`src/rtl/ps2_key_rx.sv`:
```
// Host-side PS/2 keyboard receiver: conditions the raw clock/data pair, frames
// 11-bit PS/2 bytes and turns scan-code sequences into toggle-format key events.
module ps2_key_rx #(
    parameter int FILTER  = 16,
    parameter int TIMEOUT = 80000
) (
    input  logic        clk_sys,
    input  logic        reset_n,
    input  logic        ps2_clk,
    input  logic        ps2_data,
    output logic [10:0] ps2_key,
    output logic        key_strobe,
    output logic        frame_err,
    output logic [1:0]  dbg_state
);
    localparam int FLT_W = $clog2(FILTER + 1);
    localparam int TO_W  = $clog2(TIMEOUT + 1);

    // Handshake: none. ps2_key is level-held; key_strobe and frame_err are
    // single-cycle pulses, and a change of ps2_key[10] marks a new event.

    typedef enum logic [1:0] {
        ST_IDLE   = 2'd0,
        ST_DATA   = 2'd1,
        ST_PARITY = 2'd2,
        ST_STOP   = 2'd3
    } state_t;

    logic             clk_s1_q, clk_s2_q, dat_s1_q, dat_s2_q;
    logic             flt_clk_q;
    logic [FLT_W-1:0] flt_cnt_q;
    logic             edge_w;

    state_t           state_q;
    logic [2:0]       bit_cnt_q;
    logic [7:0]       shift_q;
    logic             par_q;
    logic             ext_q, rel_q;
    logic [2:0]       skip_q;
    logic [TO_W-1:0]  to_cnt_q;
    logic [10:0]      key_q;
    logic             strobe_q, err_q;

    always_ff @(posedge clk_sys or negedge reset_n) begin
        if (!reset_n) begin
            clk_s1_q  <= 1'b1;
            clk_s2_q  <= 1'b1;
            dat_s1_q  <= 1'b1;
            dat_s2_q  <= 1'b1;
            flt_clk_q <= 1'b1;
            flt_cnt_q <= '0;
        end else begin
            clk_s1_q <= ps2_clk;
            clk_s2_q <= clk_s1_q;
            dat_s1_q <= ps2_data;
            dat_s2_q <= dat_s1_q;
            if (clk_s2_q != flt_clk_q) begin
                if (flt_cnt_q == FLT_W'(FILTER - 1)) begin
                    flt_clk_q <= clk_s2_q;
                    flt_cnt_q <= '0;
                end else begin
                    flt_cnt_q <= flt_cnt_q + 1'b1;
                end
            end else begin
                flt_cnt_q <= '0;
            end
        end
    end

    // The edge is the cycle in which the filtered clock commits to low.
    assign edge_w = flt_clk_q & ~clk_s2_q & (flt_cnt_q == FLT_W'(FILTER - 1));

    always_ff @(posedge clk_sys or negedge reset_n) begin
        if (!reset_n) begin
            state_q   <= ST_IDLE;
            bit_cnt_q <= '0;
            shift_q   <= '0;
            par_q     <= 1'b0;
            ext_q     <= 1'b0;
            rel_q     <= 1'b0;
            skip_q    <= '0;
            to_cnt_q  <= '0;
            key_q     <= '0;
            strobe_q  <= 1'b0;
            err_q     <= 1'b0;
        end else begin
            strobe_q <= 1'b0;
            err_q    <= 1'b0;
            if (edge_w) begin
                to_cnt_q <= '0;
                case (state_q)
                    ST_IDLE: begin
                        if (!dat_s2_q) begin
                            state_q   <= ST_DATA;
                            bit_cnt_q <= '0;
                        end
                    end
                    ST_DATA: begin
                        shift_q   <= {dat_s2_q, shift_q[7:1]};
                        bit_cnt_q <= bit_cnt_q + 3'd1;
                        if (bit_cnt_q == 3'd7) state_q <= ST_PARITY;
                    end
                    ST_PARITY: begin
                        par_q   <= dat_s2_q;
                        state_q <= ST_STOP;
                    end
                    ST_STOP: begin
                        state_q <= ST_IDLE;
                        if (!((^shift_q ^ par_q) && dat_s2_q)) begin
                            err_q <= 1'b1;
                        end else if (skip_q != 3'd0) begin
                            skip_q <= skip_q - 3'd1;
                        end else if (shift_q == 8'hE1) begin
                            // Pause has no break code; swallow its remaining 7 bytes.
                            skip_q <= 3'd7;
                            ext_q  <= 1'b0;
                            rel_q  <= 1'b0;
                        end else if (shift_q == 8'hE0) begin
                            ext_q <= 1'b1;
                        end else if (shift_q == 8'hF0) begin
                            rel_q <= 1'b1;
                        end else if (shift_q == 8'h00 || shift_q == 8'hAA ||
                                     shift_q == 8'hEE || shift_q == 8'hFA ||
                                     shift_q == 8'hFE || shift_q == 8'hFF) begin
                            ext_q <= 1'b0;
                            rel_q <= 1'b0;
                        end else begin
                            key_q    <= {~key_q[10], ~rel_q, ext_q, shift_q};
                            strobe_q <= 1'b1;
                            ext_q    <= 1'b0;
                            rel_q    <= 1'b0;
                        end
                    end
                    default: state_q <= ST_IDLE;
                endcase
            end else if (state_q == ST_IDLE) begin
                to_cnt_q <= '0;
            end else if (to_cnt_q == TO_W'(TIMEOUT - 1)) begin
                to_cnt_q <= '0;
                state_q  <= ST_IDLE;
                err_q    <= 1'b1;
            end else begin
                to_cnt_q <= to_cnt_q + 1'b1;
            end
        end
    end

    assign ps2_key    = key_q;
    assign key_strobe = strobe_q;
    assign frame_err  = err_q;
    assign dbg_state  = state_q;
endmodule

```
`config.mk`:
```
export PLATFORM = sky130hd
export DESIGN_NAME = ps2_key_rx
export DESIGN_NICKNAME = d
export VERILOG_FILES = /design/src/rtl/ps2_key_rx.sv
export SDC_FILE = /design/constraint.sdc
export NUM_CORES = 1
export LEC_CHECK = 0
export ABC_CLOCK_PERIOD_IN_PS = 7200
export CAP_MARGIN = 40
export CORE_MARGIN = 2
export CORE_UTILIZATION = 25
export CTS_CLUSTER_DIAMETER = 60
export DETAILED_ROUTE_END_ITERATION = 12
export GPL_TIMING_DRIVEN = 0
export PLACE_DENSITY = 0.49
export SLEW_MARGIN = 20
export SYNTH_ARGS = -nofsm -noshare
export SYNTH_HDL_FRONTEND = slang
export SYNTH_SLANG_ARGS = --single-unit
```
`constraint.sdc`:
```
create_clock -name clk_sys -period 7.2 [get_ports clk_sys]
set_input_delay 1.44 -clock clk_sys [delete_from_list [all_inputs] [get_ports clk_sys]]
set_output_delay 1.44 -clock clk_sys [all_outputs]
set_load 0.02 [all_outputs]
```
==> impl_metrics.tcl <==
set metrics [dict create \
    ir_worst_vdd_v 0.0000978 \
    track_usage 0.0957 \
    status "finished with violations" \
    cp_num_buf_inv 1 \
    min_period_ns 2.84 \
    start_util 0.257 \
    hold_class "reg2reg" \
    ys_seq_area_frac 0.500 \
    yosys_warnings 0 \
    relSlewSlack 0.592 \
    synth_edf_count 0 \
    cts_max_path_buffers 2 \
    clk_transition_reported_paths_ns 0.05 \
    fp.dieH_microns 113 \
    cts_max_level 3 \
    worstHoldEndpoint "dat_s2_q" \
    synth-seq-cells 59 \
    dp_hpwl_mm 3.86 \
    place_congestion 0.762 \
    fin_skew_ns 0.00538 \
    hold_viol_final 0 \
    port_buffers 18 \
    pwr-share-seq 0.447 \
    synth_top_area_cell "dfrtp_1" \
    cts_root_buf "clkbuf_16" \
    syn_avg_cell_area_sq_um 10.9 \
    synth_top_cell_area_share 0.456 \
    rsz0062_at_grt "false" \
    pwr-share-clk 0.535 \
    nets 330 \
    holdPathStages 0 \
    vias 2023 \
    leakagePower_uw 0.00163 \
    r2r_setup_slack_ns 4.53 \
    cp_max_fo 5 \
    cpLargestDelayFamily "buffers and inverters" \
    postCtsSetupBuffers 0 \
    tightest_slew_ns 0.606 \
    synth_cell_types 43 \
    regToRegEndpoint "ps2_key[6]" \
    overflow 0 \
    wl_per_cell_microns 12.0 \
    num_io_pins 19 \
    syn_to_final_growth_pct 22.0 \
    final_common_cell "dfrtp_1" \
    path_class "reg2out" \
    grt_antenna_before_repair 0 \
    grt_pass1_wl_mm 9.80 \
    crit_required_ns 5.76 \
    cts_resized 0 \
    wl_mm 5.40 \
    cts_made_buffers 9 \
    final_cell_mix "54 x dfrtp_1, 27 x nand2_1, 24 x ha_1" \
    fin_setup_tns_ns 0 \
    async_flop_share 1.00 \
    die-area_sq_um 12700 \
    sw_frac_of_total 0.198 \
    cts.sinks 59 \
    antenna_cells 0 \
    grt_start_max_net_pins 35 \
    synth_nets 300 \
    power_frac_comb 0.018 \
    postRouteAntennaNets 0 \
    r2r-start "shift_q[1]" \
    cts_tree "built" \
    max_freq_ghz 0.352 \
    fin_crit_sh 0.394 \
    drtIter0Drc 106 \
    max_stage_delay_ns 0.65 \
    fp.dieW_microns 113 \
    first_pass_iters 10 \
    violations "DRC" \
    rows 39 \
    yosys-top-cells-area "dfrtp_1 46%, ha_1 10%, dfstp_2 4.4%, mux2_4 4.1%, xor2_1 3.5%" \
    clkLatencyLatePin_ns 0.32 \
    p_switching_uw 149 \
    synth-main-ff-cell "dfrtp_1" \
    drc 4 \
    crit_path_end_kind "output port" \
    syn_inst 272 \
    slowest_stage "clkdlybuf4s50_1" \
    drive_gt1_frac 0.131 \
    syn_area_sq_um 2960 \
    maxCapViolations 0 \
    vias_per_cell 4.51 \
    fin_hold_ws_ns 0.355 \
    critPathArrivalTime_ns 1.40 \
    power.density_nw_per_um2 208 \
    grt_pass1_vias 2052 \
    setup_viol 0 \
    slew_violations 0 \
    path_cells "clkdlybuf4s50_1" \
    worstHoldStart "dat_s1_q" \
    hold_buffers 0 \
    start_kind "flip-flop" \
    worst-r2r-cell-count 8 \
    post-route-util 0.314 \
    core_sq_um 11500 \
    internal_power_uw 605 \
]
-- how the worst max path moves through the flow --
stage	to	cells after the start	slack, ns	start
2_1_floorplan	ps2_key[1]	8	4.76	shift_q[1]
3_3_place_gp	to_cnt_q[10]	1	2.71	reset_n
3_5_place_dp	ps2_key[2]	8	4.52	shift_q[1]
4_1_cts	dbg_state[0]	1	4.35	dbg_state[0]
5_1_grt	dbg_state[1]	1	4.32	dbg_state[1]
6_report	dbg_state[0]	1	4.36	dbg_state[0]
-- area by class of cell --
type | instances | area [sq um]
sequential | 59 | 1480
buffer | 7 | 35.0
clock buffer | 12 | 236
timing repair buffer | 19 | 198
inverter | 22 | 82.6
tap | 143 | 179
fill | 1203 | 7900
multi-input combinational | 184 | 1360
clock inverter | 3 | 40.0
-- Yosys cell counts (2+ instances only) --
cell,n
dfrtp_1,54
nand2_1,27
ha_1,24
nor2_1,23
inv_1,22
o21ai_0,14
nand3_1,12
xor2_1,12
nor3_1,10
mux2_4,8
xnor2_1,7
mux2_2,6
clkbuf_1,5
dfstp_2,5
mux2i_1,5
nand4_1,5
a21oi_1,3
a31oi_1,2
and3_1,2
nor2b_1,2
nor3b_1,2
-- metrics by stage --
step	instances	power [uW]	worst slack, ns	area [sq um]
3_3_place_gp	433	355	2.71	3320
5_1_grt	449	787	4.32	3620
2_1_floorplan	272	346	4.76	2960
6_report	449	754	4.36	3620
3_5_place_dp	434	357	4.52	3340
4_1_cts	449	770	4.35	3620
-- kinds of logic (layout without fill, tap and decap cells) --
kind of cell | count (synthesis) | after routing | share of synthesized area
compound gates | 27 | 27 | 0.0557
xor+xnor | 21 | 21 | 0.0693
fa+ha+maj | 24 | 24 | 0.101
buf+inv | 29 | 63 | 0.0397
flops | 59 | 59 | 0.500
mux | 19 | 19 | 0.0802
simple gates | 93 | 93 | 0.153
-- power by group through the flow --
stage | sequential [uW] | combinational, uW | clock, uW
final | 337 | 13.6 | 403
after global routing | 337 | 16.3 | 434
after CTS | 337 | 14.8 | 419
after detailed placement | 342 | 14.8 | 0
after global placement | 342 | 13.1 | 0
after floorplan | 342 | 3.81 | 0
-- metal layers --
layer	wire length, microns	GRT usage
met1	2660	0.120
met2	2460	0.152
met3	208	0.0375
met4	80	0.0317
met5	0	0
-- sequential cells by signal (all words and copies together), names as in the netlist, 2 cells and up --
signal     flops
flt_cnt_q      5
dbg_state      2
to_cnt_q      17
bit_cnt_q      3
shift_q        8
ps2_key       11
skip_q         3
Note: power is estimated with default switching activity, not from simulation.
